### src/rtl/ahb2apb_pkg.sv
// ahb2apb_pkg: AHB transfer/response encodings and APB sequencer states
package ahb2apb_pkg;
  localparam logic [1:0] HTRANS_IDLE   = 2'b00;
  localparam logic [1:0] HTRANS_BUSY   = 2'b01;
  localparam logic [1:0] HTRANS_NONSEQ = 2'b10;
  localparam logic [1:0] HTRANS_SEQ    = 2'b11;
  localparam logic HRESP_OKAY  = 1'b0;
  localparam logic HRESP_ERROR = 1'b1;
  typedef enum logic [1:0] {APB_IDLE, APB_SETUP, APB_ACCESS} apb_state_t;
endpackage

### src/rtl/ahb2apb_wbuf.sv
// ahb2apb_wbuf: posted-write FIFO of {address, data, slave index}
module ahb2apb_wbuf #(
  parameter int AW = 32,
  parameter int DW = 32,
  parameter int IW = 3,
  parameter int DEPTH = 4
) (
  input  logic          HCLK,
  input  logic          HRESET,
  input  logic          push,
  input  logic          pop,
  input  logic [AW-1:0] push_addr,
  input  logic [DW-1:0] push_data,
  input  logic [IW-1:0] push_idx,
  output logic [AW-1:0] head_addr,
  output logic [DW-1:0] head_data,
  output logic [IW-1:0] head_idx,
  output logic          full,
  output logic          empty,
  output logic          last
);
  localparam int PW = $clog2(DEPTH);
  logic [AW-1:0] addr_q [DEPTH];
  logic [DW-1:0] data_q [DEPTH];
  logic [IW-1:0] idx_q [DEPTH];
  logic [PW-1:0] wr_ptr, rd_ptr;
  logic [PW:0] count;
  logic do_push, do_pop;
  assign do_push = push & !full;
  assign do_pop = pop & !empty;
  assign full = count == (PW+1)'(DEPTH);
  assign empty = count == '0;
  assign last = count == (PW+1)'(1);
  assign head_addr = addr_q[rd_ptr];
  assign head_data = data_q[rd_ptr];
  assign head_idx = idx_q[rd_ptr];
  always_ff @(posedge HCLK) begin
    if (do_push) begin
      addr_q[wr_ptr] <= push_addr;
      data_q[wr_ptr] <= push_data;
      idx_q[wr_ptr] <= push_idx;
    end
  end
  always_ff @(posedge HCLK or posedge HRESET) begin
    if (HRESET) begin
      wr_ptr <= '0;
      rd_ptr <= '0;
      count <= '0;
    end else begin
      wr_ptr <= wr_ptr + PW'(do_push);
      rd_ptr <= rd_ptr + PW'(do_pop);
      count <= count + (PW+1)'(do_push) - (PW+1)'(do_pop);
    end
  end
endmodule

### src/rtl/ahb2apb_posted_bridge.sv
// ahb2apb_posted_bridge: AHB-to-APB bridge with posted writes and in-order reads
module ahb2apb_posted_bridge
  import ahb2apb_pkg::*;
#(
  parameter int NO_OF_SLAVES = 8,
  parameter int ADDR_WIDTH = 32,
  parameter int DATA_WIDTH = 32,
  parameter int REGION_BITS = 8,
  parameter int WBUF_DEPTH = 4
) (
  input  logic                               HCLK,
  input  logic                               HRESET,
  input  logic                               HSEL,
  input  logic [ADDR_WIDTH-1:0]              HADDR,
  input  logic [1:0]                         HTRANS,
  input  logic                               HWRITE,
  input  logic [DATA_WIDTH-1:0]              HWDATA,
  input  logic                               HREADY,
  output logic                               HREADYOUT,
  output logic                               HRESP,
  output logic [DATA_WIDTH-1:0]              HRDATA,
  output logic [NO_OF_SLAVES-1:0]            PSEL,
  output logic                               PENABLE,
  output logic [ADDR_WIDTH-1:0]              PADDR,
  output logic                               PWRITE,
  output logic [DATA_WIDTH-1:0]              PWDATA,
  input  logic [NO_OF_SLAVES*DATA_WIDTH-1:0] PRDATA,
  input  logic [NO_OF_SLAVES-1:0]            PREADY,
  input  logic [NO_OF_SLAVES-1:0]            PSLVERR,
  output logic                               WERR,
  input  logic                               WERR_CLR
);
  localparam int IW = NO_OF_SLAVES > 1 ? $clog2(NO_OF_SLAVES) : 1;
  localparam logic [ADDR_WIDTH:0] LIMIT = (ADDR_WIDTH+1)'(NO_OF_SLAVES) << REGION_BITS;
  apb_state_t state, state_n;
  logic cur_wr, cur_wr_n, wr_dp, rd_pend, err1, err2;
  logic full, empty, last, accept, dec_err, push, pop, done, rd_done, sel_ready, sel_err;
  logic [ADDR_WIDTH-1:0] dp_addr, head_addr;
  logic [DATA_WIDTH-1:0] head_data;
  logic [IW-1:0] dp_idx, head_idx, idx;
  assign accept = HSEL & HREADY & (HTRANS == HTRANS_NONSEQ || HTRANS == HTRANS_SEQ);
  assign dec_err = {1'b0, HADDR} >= LIMIT;
  assign push = wr_dp & !full;
  // reads only issue once the buffer has drained, so the head entry owns the bus while cur_wr is set
  assign idx = cur_wr ? head_idx : dp_idx;
  assign sel_ready = PREADY[idx];
  assign sel_err = PSLVERR[idx];
  assign done = (state == APB_ACCESS) & sel_ready;
  assign pop = done & cur_wr;
  assign rd_done = done & !cur_wr;
  assign HREADYOUT = !(err1 | rd_pend | (wr_dp & full));
  assign HRESP = (err1 | err2) ? HRESP_ERROR : HRESP_OKAY;
  assign PSEL = (state == APB_IDLE) ? '0 : NO_OF_SLAVES'(1) << idx;
  assign PENABLE = state == APB_ACCESS;
  assign PWRITE = (state != APB_IDLE) & cur_wr;
  assign PADDR = (state == APB_IDLE) ? '0 : cur_wr ? head_addr : dp_addr;
  assign PWDATA = PWRITE ? head_data : '0;
  ahb2apb_wbuf #(.AW(ADDR_WIDTH), .DW(DATA_WIDTH), .IW(IW), .DEPTH(WBUF_DEPTH)) u_wbuf (
    .HCLK(HCLK), .HRESET(HRESET), .push(push), .pop(pop),
    .push_addr(dp_addr), .push_data(HWDATA), .push_idx(dp_idx),
    .head_addr(head_addr), .head_data(head_data), .head_idx(head_idx),
    .full(full), .empty(empty), .last(last)
  );
  always_comb begin
    state_n = state;
    cur_wr_n = cur_wr;
    case (state)
      APB_IDLE: if (!empty || rd_pend) begin
        state_n = APB_SETUP;
        cur_wr_n = !empty;
      end
      APB_SETUP: state_n = APB_ACCESS;
      default: if (sel_ready) begin
        state_n = (cur_wr ? (!last || rd_pend) : !empty) ? APB_SETUP : APB_IDLE;
        cur_wr_n = !cur_wr || !last;
      end
    endcase
  end
  always_ff @(posedge HCLK or posedge HRESET) begin
    if (HRESET) begin
      state <= APB_IDLE;
      cur_wr <= 1'b0;
      wr_dp <= 1'b0;
      rd_pend <= 1'b0;
      err1 <= 1'b0;
      err2 <= 1'b0;
      dp_addr <= '0;
      dp_idx <= '0;
      HRDATA <= '0;
      WERR <= 1'b0;
    end else begin
      state <= state_n;
      cur_wr <= cur_wr_n;
      wr_dp <= HREADY ? accept & HWRITE & !dec_err : wr_dp & !push;
      rd_pend <= HREADY ? accept & !HWRITE & !dec_err : rd_pend & !rd_done;
      err1 <= (accept & dec_err) | (rd_done & sel_err);
      err2 <= err1;
      if (accept) begin
        dp_addr <= HADDR;
        dp_idx <= HADDR[REGION_BITS +: IW];
      end
      if (rd_done) HRDATA <= PRDATA[int'(idx)*DATA_WIDTH +: DATA_WIDTH];
      WERR <= (pop & sel_err) | (WERR & !WERR_CLR);
    end
  end
endmodule

### config.mk
export PLATFORM = sky130hd
export DESIGN_NAME = ahb2apb_posted_bridge
export DESIGN_NICKNAME = d
export VERILOG_FILES = /design/src/rtl/ahb2apb_pkg.sv /design/src/rtl/ahb2apb_wbuf.sv /design/src/rtl/ahb2apb_posted_bridge.sv
export SDC_FILE = /design/constraint.sdc
export NUM_CORES = 1
export LEC_CHECK = 0
export BUFFER_PORTS_ARGS = -buffer_cell sky130_fd_sc_hd__buf_2
export CORE_MARGIN = 3
export CORE_UTILIZATION = 40
export CTS_BUF_LIST = sky130_fd_sc_hd__clkbuf_16
export CTS_CLUSTER_DIAMETER = 80
export CTS_CLUSTER_SIZE = 10
export DETAILED_ROUTE_END_ITERATION = 12
export PLACE_DENSITY = 0.68
export SETUP_SLACK_MARGIN = 0.05
export SKIP_CTS_REPAIR_TIMING = 1
export SLEW_MARGIN = 10
export SYNTH_ARGS = -nofsm -noshare
export SYNTH_HDL_FRONTEND = slang
export SYNTH_SLANG_ARGS = --single-unit
export TNS_END_PERCENT = 5
### constraint.sdc
create_clock -name HCLK -period 7.6 [get_ports HCLK]
set_input_delay 1.52 -clock HCLK [delete_from_list [all_inputs] [get_ports HCLK]]
set_output_delay 1.52 -clock HCLK [all_outputs]
set_load 0.03 [all_outputs]
-- Word-level counts from Yosys, hierarchy flattened
Memory sizes are Yosys's and may differ from the RTL's.
Index checks and enable logic that the tools add are counted.
- flip-flop bits (word level): 82
- RAM bits: 268
- bits of input ports: 344
- logic and storage cells: 100
- memories: 3
- $add $sub $neg: 4
- magnitude comparators: 2
- equal/unequal tests: 7
- shift operators: 2
- muxes and demuxes: 22
- bitwise gates (word level): 26
- reductions and logical operators: 21
- memories (memory ; depth ; bits a word ; rd ports ; clocked after Yosys merged registers in ; write ports ; line ; source):
    u_wbuf.addr_q ; 4 ; 32 ; 1 ; 0 ; 1 ; ahb2apb_wbuf.sv:23 ; logic [AW-1:0] addr_q [DEPTH];
    u_wbuf.data_q ; 4 ; 32 ; 1 ; 0 ; 1 ; ahb2apb_wbuf.sv:24 ; logic [DW-1:0] data_q [DEPTH];
    u_wbuf.idx_q ; 4 ; 3 ; 1 ; 0 ; 1 ; ahb2apb_wbuf.sv:25 ; logic [IW-1:0] idx_q [DEPTH];
- operator list (cell ; number):
    256-bit by 9-bit indexed part select with 32-bit output ; 1
    32-bit 2-to-1 mux ; 3
    32-bit by 12-bit greater-or-equal comparator with 1-bit output, second input constant ; 1
    1-bit AND ; 20
    1-bit 2-to-1 mux ; 11
    1-bit logical NOT ; 10
    8-bit 2-to-1 mux ; 1
    1-bit by 3-bit << shifter with 8-bit output, first input constant ; 1
    1-bit binary-select mux with 3-bit select ; 2
    2-bit == test, second input constant ; 3
    1-bit OR ; 5
    2-bit by 1-bit adder with 2-bit output ; 2
    1-bit logical OR ; 4
    3-bit by 4-bit less-than comparator with 1-bit output, second input constant ; 1
    2-bit 2-to-1 mux ; 2
    2-bit case mux with 2 select lines ; 1
    2-bit nonzero test ; 2
    3-bit by 1-bit adder with 3-bit output ; 1
    3-bit by 1-bit == test with 1-bit output, second input constant ; 1
    3-bit == test, second input constant ; 1
    3-bit logical NOT ; 1
    3-bit 2-to-1 mux ; 1
    3-bit AND reduction ; 1
    3-bit nonzero test ; 1
    other kinds (7) ; 7

-- Logic depth before layout (Yosys ltp)
Gate-level depths: netlist of the first run.
An unclocked memory read counts as a cell.
- depth after elaboration: 9
- mapped depth: 12
- depth with buffers taken out: 11

-- Modules after synthesis
A second synthesis of the first run with hierarchy kept.
- cells, all modules: 852
- area, all modules: 15852.7 um^2
- by module, submodules not included (module ; times used ; cells each ; area each (um^2) ; sequential area each (um^2)):
    ahb2apb_wbuf ; 1 ; 386 ; 10087.2 ; 8222.9
    ahb2apb_posted_bridge ; 1 ; 466 ; 5765.5 ; 1801.7

-- Worst setup path before layout of the first run
No wires, ideal clock.
- path type: register -> register
- start point: reg u_wbuf.count[0]
- end point: mem u_wbuf.addr_q[1][0] (enable)
- library setup time: 578 ps
- data arrival time: 5326 ps
- required time: 7022 ps
- setup slack: 1696 ps
- cell stages (with the launch flop): 5
- period minus slack after synthesis: 5904 ps
- cell sequence: dfrtp_1 > nor2_1 > nand2_1 > nand2_1 > nor3b_1
- cells in the longest elaborated chain, start to end: 6
- ends and longest elaborated chain (item ; line ; source):
    from (decl) ; ahb2apb_wbuf.sv:27 ; logic [PW:0] count;
    from (signal assigned) ; ahb2apb_wbuf.sv:52 ; count <= count + (PW+1)'(do_push) - (PW+1)'(do_pop);
    3-bit == test * ; ahb2apb_wbuf.sv:31 ; assign full = count == (PW+1)'(DEPTH);
    1-bit logical NOT * ; ahb2apb_wbuf.sv:29, ahb2apb_posted_bridge.sv:43 ;
    1-bit AND ; ahb2apb_posted_bridge.sv:43 ; assign push = wr_dp & !full;
    1-bit AND * ; ahb2apb_wbuf.sv:29 ; assign do_push = push & !full;
    1-bit 2-to-1 mux * ; ahb2apb_wbuf.sv:38 ; if (do_push) begin
    1-bit 2-to-1 mux (not written as such) * ; ahb2apb_wbuf.sv:39 ; addr_q[wr_ptr] <= push_addr;
    to (decl) ; ahb2apb_wbuf.sv:23 ;
Mark *: on every way between the ends. The rest lies on a longest branch, timed or not.

-- Final worst setup path of the first run
- start point: reg u_wbuf.rd_ptr[1]
- end point: out PSEL[4]
- cells in the longest elaborated chain, start to end: 4
- ends and longest elaborated chain (item ; line ; source):
    from (decl) ; ahb2apb_wbuf.sv:26 ; logic [PW-1:0] wr_ptr, rd_ptr;
    from (signal assigned) ; ahb2apb_wbuf.sv:51 ; rd_ptr <= rd_ptr + PW'(do_pop);
    memory read 4 x 3 bit ; -- ;
    3-bit 2-to-1 mux ; ahb2apb_posted_bridge.sv:45 ; assign idx = cur_wr ? head_idx : dp_idx;
    1-bit by 3-bit << shifter with 8-bit output ; ahb2apb_posted_bridge.sv:53 ; assign PSEL = (state == APB_IDLE) ? '0 : NO_OF_SLAVES'(1) << idx;
    8-bit 2-to-1 mux ; ahb2apb_posted_bridge.sv:53 ;
    to (decl) ; ahb2apb_posted_bridge.sv:22 ; output logic [NO_OF_SLAVES-1:0] PSEL,
Every way passes these cells.

==> results of run 1 <==
[sequential cells by signal, indices dropped and copies added (netlist names)]
register       cells
HRDATA            32
rd_pend            1
u_wbuf.wr_ptr      2
err1               1
state              2
WERR               1
wr_dp              1
u_wbuf.rd_ptr      2
u_wbuf.count       3
u_wbuf.data_q    128
err2               1
dp_addr           32
u_wbuf.addr_q    128
cur_wr             1
[power breakdown]
part / total, mW / internal, mW / switching [mW]
combinational: 4.11 / 1.38 / 2.73
clock: 1.64 / 0.933 / 0.704
sequential: 2.35 / 2.15 / 0.199
[stage by stage]
step                hold WS [ns]  utilization
floorplan                  0.368            -
global placement           0.433        0.480
detailed placement         0.429        0.480
CTS                        0.444        0.510
global route               0.471        0.510
finish                     0.436        0.510
[worst max-delay path: cells and delay by family, from the launching register on]
family | cells | cell delay, ns
AOI/OAI and AO/OA | 1 | 0.33
and+or+nand+nor | 2 | 0.36
DFF | 1 | 0.66
buffers and inverters | 3 | 1.47
muxes | 1 | 0.47
[final cells by class]
class	instances	area [um2]	area share
well taps	511	639	0.0331
clock buffers	39	976	0.0505
diodes	6	15.0	0.000778
multi-input cells	763	5410	0.280
inverters	9	36.3	0.00188
flip-flops and latches	335	9680	0.501
clock inverters	33	169	0.00875
repair buffers	467	2390	0.124
[final timing paths]
path	depth (start not counted)	endpoint	startpoint
min in group asynchronous	2	HRDATA[17]	HRESET
max in group asynchronous	3	u_wbuf.rd_ptr[0]	HRESET
worst max register to register	13	u_wbuf.count[2]	u_wbuf.rd_ptr[1]
worst max-delay path	7	PSEL[4]	u_wbuf.rd_ptr[1]
worst min register to register	0	err2	err1
worst min-delay path	0	err2	err1
[cells in the mapped netlist (2+ instances only)]
cell | instances | area, um2
edfxtp_1 | 256 | 7690
nand2_1 | 236 | 886
nor2_1 | 105 | 394
dfrtp_1 | 79 | 1980
and3_1 | 65 | 407
mux4_2 | 63 | 1420
clkbuf_1 | 49 | 184
o21ai_0 | 42 | 210
mux2_2 | 35 | 394
a31oi_1 | 34 | 213
nand3_1 | 34 | 170
mux2i_1 | 33 | 330
a311oi_1 | 32 | 280
o21ai_1 | 24 | 120
buf_1 | 19 | 71.3
buf_2 | 15 | 75.1
inv_1 | 9 | 33.8
nor3_1 | 7 | 35.0
buf_6 | 6 | 67.6
nand2b_1 | 4 | 25.0
nor4_1 | 4 | 25.0
o22ai_1 | 4 | 25.0
a211oi_1 | 3 | 22.5
a21oi_1 | 2 | 10.0
ha_1 | 2 | 25.0
nand2_2 | 2 | 12.5
nor2b_1 | 2 | 12.5
nor3b_1 | 2 | 15.0
or2_2 | 2 | 12.5
xnor2_1 | 2 | 17.5
xor2_1 | 2 | 17.5
[cell families (layout without fill, tap and decap cells)]
group	after synthesis	in the layout	share of synthesized area
AOI/OAI and AO/OA	149	149	0.0641
xor gates and xnor gates	5	5	0.00332
adders and majority gates	3	3	0.00292
buffers and inverters	98	548	0.0279
DFF	335	335	0.626
muxes	133	133	0.142
other	0	6	0
and+or+nand+nor	473	473	0.134
[cell usage in the layout (no fill, tap or decap), drive strengths merged, types with 32 or more instances in the layout]
| cell type | n |
|---|---|
| a311oi | 32 |
| nor2 | 106 |
| nand3 | 35 |
| edfxtp | 256 |
| clkbuf | 39 |
| nand2 | 238 |
| a31oi | 34 |
| inv | 38 |
| mux4 | 64 |
| dfrtp | 79 |
| buf | 467 |
| mux2i | 34 |
| mux2 | 35 |
| o21ai | 67 |
| and3 | 65 |
[layer usage]
layer	GRT usage	vias up	wire length (um)
met5	0	-	28
met3	0.0393	88	3610
met1	0.325	5594	20200
li1	-	5306	-
met4	0.0641	4	1350
met2	0.350	479	22500
==> results_dict.tcl, run 1 <==
set metrics [dict create \
    outcome "complete, no violations" \
    setup_viol 0 \
    max_freq_ghz 0.185 \
    dr.pass1.iters 5 \
    fp.dieH_um 203 \
    slew_headroom 0.300 \
    slew_viol_final 0 \
    p_per_area_nw_per_um2 419 \
    clkLatencyLatePin_ns 0.52 \
    drc 0 \
    r2r_slack_ns 2.79 \
    rows 71 \
    cts.clk_slew.worst_paths_ns 0.06 \
    cts_max_level 2 \
    timing.final.crit_share 0.712 \
    synthArstFlopShare 0.236 \
    fin_ws_ns 2.19 \
    cts.sinks 335 \
    path_cells "buf_4 > mux4_1 > a21oi_4 > buf_4 > nand2_2 > nor2_1 > buf_2" \
    design_area_um2 19300 \
    drv_cap 0 \
    worst_hold_path_type "flop to flop" \
    drive_above_1_share 0.385 \
    cp_slowest_cell "buf_4" \
    p_leak_nw 8.18 \
    ir_worst_vdd_mv 0.310 \
    grt_max_degree 122 \
    yosysWarningCount 0 \
    area_growth_pct 25.0 \
    vias_per_cell 5.30 \
    tightest_slew_ns 1.04 \
    path_common_cell "buf_4" \
    place.gp.congestion 0.975 \
    synthesis.nets 1543 \
    rsz0062_at_grt "false" \
    placed_area_um2 18100 \
    dp_hpwl_um 32300 \
    antenna_found_initial 7 \
    cts_tree "done" \
    place_ws_ns 2.76 \
    skew_ns 0.0157 \
    root_buffer "clkbuf_16" \
    ys.flop_type "edfxtp_1" \
    final_cells 2163 \
    clockBufferDepth 3 \
    start_util 0.408 \
    synth.avg_cell_area_um2 12.9 \
    power_mw 8.10 \
    cp_max_fo 65 \
    syn_inst 1196 \
    grt_pass1_vias 11479 \
    first_iter_violations 942 \
    die-area_um2 41000 \
    ys_types 53 \
    fin_setup_tns_ns 0 \
    synth_seq_cells 335 \
    nNetsFinal 1962 \
    ys_seq_area_frac 0.626 \
    cp-start-kind "flop" \
    io-pin-count 453 \
    fin_crit_ns 5.41 \
    fillers 3416 \
    vias 11471 \
    grt_pass1_wl_um 70100 \
    wl_per_cell_um 22.0 \
    arrival_ns 3.89 \
    synth_area_um2 15400 \
    routed_wl_um 47600 \
    die_x_um 203 \
    crit_type "flop to output pin" \
    hold_violations 0 \
    ant_nets 0 \
    worstPathRequired_ns 6.08 \
    slowest_delay_ns 0.68 \
    coreArea_um2 37800 \
    grtUsageTotal 0.224 \
    endpoint_kind "output pin" \
    overflow 0 \
    synth_edf_count 256 \
    cts_buffers 39 \
    portBuffers 451 \
    place_inst 2085 \
]
(Power assumes the default switching activity.)
==> run 2: changes to the inputs <==
--- a/config.mk
+++ b/config.mk
@@ -5,6 +5,7 @@
 export SDC_FILE = /design/constraint.sdc
 export NUM_CORES = 1
 export LEC_CHECK = 0
+export ABC_AREA = 1
 export BUFFER_PORTS_ARGS = -buffer_cell sky130_fd_sc_hd__buf_2
 export CORE_MARGIN = 3
 export CORE_UTILIZATION = 40
==> constraint.sdc (replaced) <==
create_clock -name HCLK -period 5.2 [get_ports HCLK]
set_input_delay 1.04 -clock HCLK [delete_from_list [all_inputs] [get_ports HCLK]]
set_output_delay 1.04 -clock HCLK [all_outputs]
set_load 0.03 [all_outputs]
==> results_dict.tcl, run 2 <==
set metrics [dict create \
    outcome "complete, no violations" \
    nNetsFinal 2463 \
    synth.avg_cell_area_um2 9.19 \
    ys_seq_area_frac 0.618 \
    cts.sinks 335 \
    fin_crit_ns 4.18 \
    synth_edf_count 256 \
    crit_cells 11 \
    r2r_end "u_wbuf.count[1]" \
    ant_nets 0 \
    place.gp.congestion 0.965 \
    tightest_slew_ns 1.06 \
    p_per_area_nw_per_um2 611 \
    io-pin-count 453 \
    grt_max_degree 68 \
    final_cells 2662 \
    dr.pass1.iters 5 \
    drv_cap 0 \
    slew_viol_final 0 \
    synthArstFlopShare 0.236 \
    max_freq_ghz 0.239 \
    synth_top_area_frac 0.492 \
    grt_pass1_vias 13428 \
    wl_per_cell_um 20.4 \
    clockBufferDepth 3 \
    setup_viol 0 \
    fp.dieH_um 204 \
    die-area_um2 41500 \
    endpoint_kind "output pin" \
    path_cells "buf_4 > nand2_1 > nand3_1 > nand2_1 > nand2_1 > o21ai_4 > buf_4 > nor2_1 > inv_1 > nor2_1 > buf_2" \
    slew_headroom 0.292 \
    synthAdderAreaFrac 0.00288 \
    reg_top3 "u_wbuf.addr_q x128, u_wbuf.data_q x128" \
    hold_violations 0 \
    drive_above_1_share 0.259 \
    layout_commonest_cell "nand2_1" \
    synth_top_family_by_area "simple AND/OR/NAND/NOR gates" \
    die_x_um 204 \
    path_common_cell "nand2_1" \
    root_buffer "clkbuf_16" \
    ys_types 37 \
    synth_seq_cells 335 \
    dp_hpwl_um 37700 \
    synth-xor-area-share 0.00224 \
    start_util 0.410 \
    coreArea_um2 38100 \
    synth_most_common_cell "nand2_1" \
    p_leak_nw 8.67 \
    portBuffers 451 \
    vias_per_cell 5.20 \
    final_util 0.510 \
    overflow 0 \
    cts_buffers 40 \
    synthSimpleGateAreaFrac 0.242 \
    path_buf_inv 4 \
    drc 0 \
    power_mw 11.9 \
    mostFrequentLayoutCells "562 x nand2_1, 451 x buf_2, 256 x edfxtp_1, 254 x nor2_1, 168 x o21ai_0" \
    grt_pass1_wl_um 79200 \
    first_iter_violations 1050 \
    area_growth_pct 24.3 \
    r2r_slack_ns 1.62 \
    grtUsageTotal 0.251 \
    synthTopCellsByCount "562 x nand2_1, 256 x edfxtp_1, 255 x nor2_1" \
    timing.final.crit_share 0.804 \
    synthMuxAreaShare 0 \
    ys.flop_type "edfxtp_1" \
    holdPathStages 0 \
    synth_area_um2 15600 \
    fin_ws_ns 1.02 \
    antenna_found_initial 10 \
    synth.area.top_cells "edfxtp_1 49%, nand2_1 13%, dfrtp_1 13%" \
    r2r_start "u_wbuf.rd_ptr[0]" \
    hold_end "err2" \
    synth_compound_area_frac 0.0829 \
    clkLatencyLatePin_ns 0.53 \
    skew_ns 0.0109 \
    crit_family "buffers and inverters" \
    ff2ff_path_depth 15 \
    arrival_ns 3.14 \
    cp-start-kind "flop" \
    cts.clk_slew.worst_paths_ns 0.06 \
    cts_max_level 2 \
    worst_hold_path_type "flop to flop" \
    cts_tree "done" \
    hp-start "err1" \
    yosysWarningCount 0 \
    place_inst 2585 \
    fin_setup_tns_ns 0 \
    vias 13830 \
    cp_slowest_cell "buf_4" \
    synthesis.nets 2048 \
    place_ws_ns 1.54 \
    ir_worst_vdd_mv 0.415 \
    syn_inst 1701 \
    worstPathRequired_ns 4.16 \
    slowest_delay_ns 0.55 \
    cp_max_fo 62 \
    rsz0062_at_grt "false" \
    rows 71 \
    yosys.area.top_type "edfxtp_1" \
    crit_type "flop to output pin" \
    routed_wl_um 54400 \
]
run 2: changes by cell type after synthesis, moves of 21 or more:
cell	before	now
a21oi_1	2	41
a311oi_1	32	0
a31oi_1	34	1
and3_1	65	0
inv_1	9	70
mux2_2	35	0
mux2i_1	33	0
mux4_2	63	0
nand2_1	236	562
nand4_1	1	68
nor2_1	105	255
o21ai_0	42	168
o21ai_1	24	3
o22ai_1	4	30
run 2: power by group:
part           leakage [nW]  internal [mW]  switching, mW
Combinational          4.70           1.65           4.46
Clock                 0.662           1.40           1.05
Sequential             3.31           3.10          0.202
Total                  8.67           6.16           5.72
run 2: cells by family after synthesis:
group	Yosys count
simple gates	931
flops	335
fa+ha+maj	3
compound gates	247
xor+xnor	4
buf+inv	181
run 2: routing by layer:
metal	routed length, um	track usage
met3	4090	0.0461
met4	1610	0.0853
met1	21800	0.326
met5	41	0
met2	26800	0.427
run 2: metrics by stage:
stage | cell area, um2 | hold slack (ns)
CTS | 19400 | 0.419
global route | 19400 | 0.434
detailed placement | 18300 | 0.398
finish | 19400 | 0.417
global placement | 18300 | 0.402
floorplan | 15600 | 0.368
run 2: worst max-delay path by stage:
stage / start / endpoint / slack, ns
after global routing: u_wbuf.rd_ptr[0] / PSEL[6] / 0.83
after CTS: u_wbuf.rd_ptr[0] / PSEL[6] / 0.97
after global placement: u_wbuf.rd_ptr[0] / PSEL[4] / 1.56
after detailed placement: u_wbuf.rd_ptr[0] / PSEL[6] / 1.54
after floorplan: u_wbuf.count[1] / u_wbuf.addr_q[0][0] / -0.42
final: u_wbuf.rd_ptr[0] / PSEL[4] / 1.02
run 2: final cells by class:
type | instances | area [um2]
clock inverter | 32 | 166
fill | 3553 | 18700
inverter | 79 | 302
antenna | 5 | 12.5
multi-input combinational | 1185 | 5210
tap | 511 | 639
sequential | 335 | 9670
timing repair buffer | 475 | 2440
clock buffer | 40 | 1000
==> run 3: changes to the inputs <==
--- a/config.mk
+++ b/config.mk
@@ -13,7 +13,7 @@
 export CTS_CLUSTER_DIAMETER = 80
 export CTS_CLUSTER_SIZE = 10
 export DETAILED_ROUTE_END_ITERATION = 12
-export PLACE_DENSITY = 0.68
+export PLACE_DENSITY = 0.71
 export SETUP_SLACK_MARGIN = 0.05
 export SKIP_CTS_REPAIR_TIMING = 1
 export SLEW_MARGIN = 10
==> constraint.sdc (replaced) <==
create_clock -name HCLK -period 3.5 [get_ports HCLK]
set_input_delay 0.7 -clock HCLK [delete_from_list [all_inputs] [get_ports HCLK]]
set_output_delay 0.7 -clock HCLK [all_outputs]
set_load 0.03 [all_outputs]
==> results_dict.tcl, run 3 (synthesis results as in run 2) <==
set metrics [dict create \
    fin_crit_ns 3.26 \
    power_frac_seq 0.277 \
    portBuffers 451 \
    drv_cap 0 \
    max_freq_ghz 0.306 \
    drive_above_1_share 0.261 \
    vias_per_cell 5.30 \
    slew_viol_final 0 \
    grtUsageTotal 0.253 \
    die_x_um 204 \
    worstPathRequired_ns 2.80 \
    timing.hold.ws_ns 0.355 \
    cts_max_level 2 \
    coreArea_um2 38100 \
    place.gp.congestion 0.988 \
    clockBufferDepth 3 \
    cts.clk_slew.worst_paths_ns 0.06 \
    dp_hpwl_um 37100 \
    cts_tree "done" \
    cts.sinks 335 \
    routed_wl_um 54500 \
    hold_violations 0 \
    hold_end "WERR" \
    cp-start-kind "flop" \
    clkLatencyLatePin_ns 0.52 \
    root_buffer "clkbuf_16" \
    vias 14069 \
    io-pin-count 453 \
    holdPathStages 2 \
    cp_slowest_cell "dfrtp_4" \
    ant_nets 0 \
    crit_type "flop to output pin" \
    multi_input_area_um2 5240 \
    p_per_area_nw_per_um2 906 \
    hp-start "WERR_CLR" \
    cts_buffers 39 \
    tightest_slew_ns 0.867 \
    endpoint_kind "output pin" \
    overflow 0 \
    setup_viol 0 \
    p_sw_frac 0.480 \
    area_growth_pct 24.9 \
    r2r_start "u_wbuf.rd_ptr[0]" \
    p_leak_nw 8.67 \
    fin_setup_tns_ns 0 \
    ff2ff_path_depth 16 \
    arrival_ns 2.56 \
    cp_max_fo 13 \
    register_area_um2 9670 \
    fillers 3511 \
    antenna_found_initial 5 \
    first_iter_violations 995 \
    slew_headroom 0.422 \
    clockPowerShare 0.201 \
    r2r_slack_ns 0.56 \
    comb_power_share 0.522 \
    grt_pass1_vias 13779 \
    switchingPower_mw 8.50 \
    timing.final.crit_share 0.932 \
    slowest_delay_ns 0.54 \
    grt_pass1_wl_um 80400 \
    start_util 0.410 \
    r2r_end "u_wbuf.count[1]" \
    fp.dieH_um 204 \
    die-area_um2 41500 \
    wl_per_cell_um 20.5 \
    rsz0062_at_grt "false" \
    dr.pass1.iters 5 \
    outcome "complete, no violations" \
    grt_max_degree 123 \
    drc 0 \
    path_common_cell "nand2_1" \
    path_cells "clkinv_2 > nand2_1 > nand3_1 > nand2_1 > nand2_1 > o21ai_4 > nor2_2 > buf_4 > inv_1 > nor2_1 > buf_2" \
    reg_top3 "u_wbuf.addr_q x128, u_wbuf.data_q x128" \
    internal-power_mw 9.19 \
    skew_ns 0.0167 \
    worst_hold_path_type "primary input to flop" \
    rows 71 \
    mostFrequentLayoutCells "562 x nand2_1, 451 x buf_2, 256 x edfxtp_1, 253 x nor2_1, 168 x o21ai_0" \
    ir_worst_vdd_mv 0.595 \
    nNetsFinal 2466 \
    layout_commonest_cell "nand2_1" \
]
-- run 3: cell types whose count changed in the layout (fill, tap and decap cells not counted), sizes merged --
cell      delta
clkinv       -4
inv          -4
buf          +4
diode        -1
clkinvlp     +1
clkbuf       -1
-- run 3: how the worst max path moves through the flow --
| stage | from | end | slack (ns) |
|---|---|---|---|
| CTS | u_wbuf.rd_ptr[0] | PADDR[23] | -0.01 |
| finish | u_wbuf.rd_ptr[0] | PSEL[6] | 0.24 |
| global route | u_wbuf.rd_ptr[0] | PSEL[6] | 0.07 |
| global placement | cur_wr | HRDATA[22] | 0.54 |
| detailed placement | cur_wr | u_wbuf.count[2] | 0.51 |
| floorplan | u_wbuf.count[1] | u_wbuf.addr_q[2][0] | -0.22 |
-- run 3: final cells by class --
type / count / area share
antenna: 4 / 0.000513
multi-input combinational: 1185 / 0.268
clock buffer: 39 / 0.0500
tap: 511 / 0.0327
inverter: 79 / 0.0155
sequential: 335 / 0.495
clock inverter: 25 / 0.00609
timing repair buffer: 479 / 0.132
-- run 3: per-stage QoR --
| stage | instances | cell area, um2 | setup WS [ns] | util | power, mW |
|---|---|---|---|---|---|
| detailed placement | 2589 | 18400 | 0.513 | 0.483 | 14.2 |
| global route | 2656 | 19500 | 0.0723 | 0.512 | 18.8 |
| floorplan | 1701 | 15700 | -0.220 | - | 11.2 |
| global placement | 2589 | 18400 | 0.542 | 0.483 | 14.1 |
| finish | 2657 | 19500 | 0.237 | 0.512 | 17.7 |
| CTS | 2653 | 19500 | -0.0100 | 0.512 | 17.8 |
-- run 3: metal layers --
metal,routed length (um),track usage,up-vias,part of all wire
met5,0,0,-,0
met4,1300,0.0683,0,0.024
met3,4280,0.0453,114,0.078
met2,27300,0.436,711,0.50
met1,21600,0.330,6721,0.40
li1,-,-,6523,-
-- run 3: power groups by stage --
| stage | sequential (mW) | clock [mW] | combinational [mW] |
|---|---|---|---|
| finish | 4.90 | 3.55 | 9.24 |
| global placement | 4.95 | 0 | 9.11 |
| CTS | 4.89 | 3.62 | 9.26 |
| detailed placement | 4.96 | 0 | 9.21 |
| global route | 4.93 | 3.80 | 10.1 |
| floorplan | 5.15 | 0 | 6.09 |
-- run 3: worst max-delay path: cells and delay by family, from the launching register on --
kind / cells / cell delay [ns]
compound gates: 1 / 0.16
simple gates: 6 / 0.71
flops: 1 / 0.54
buf+inv: 4 / 0.62
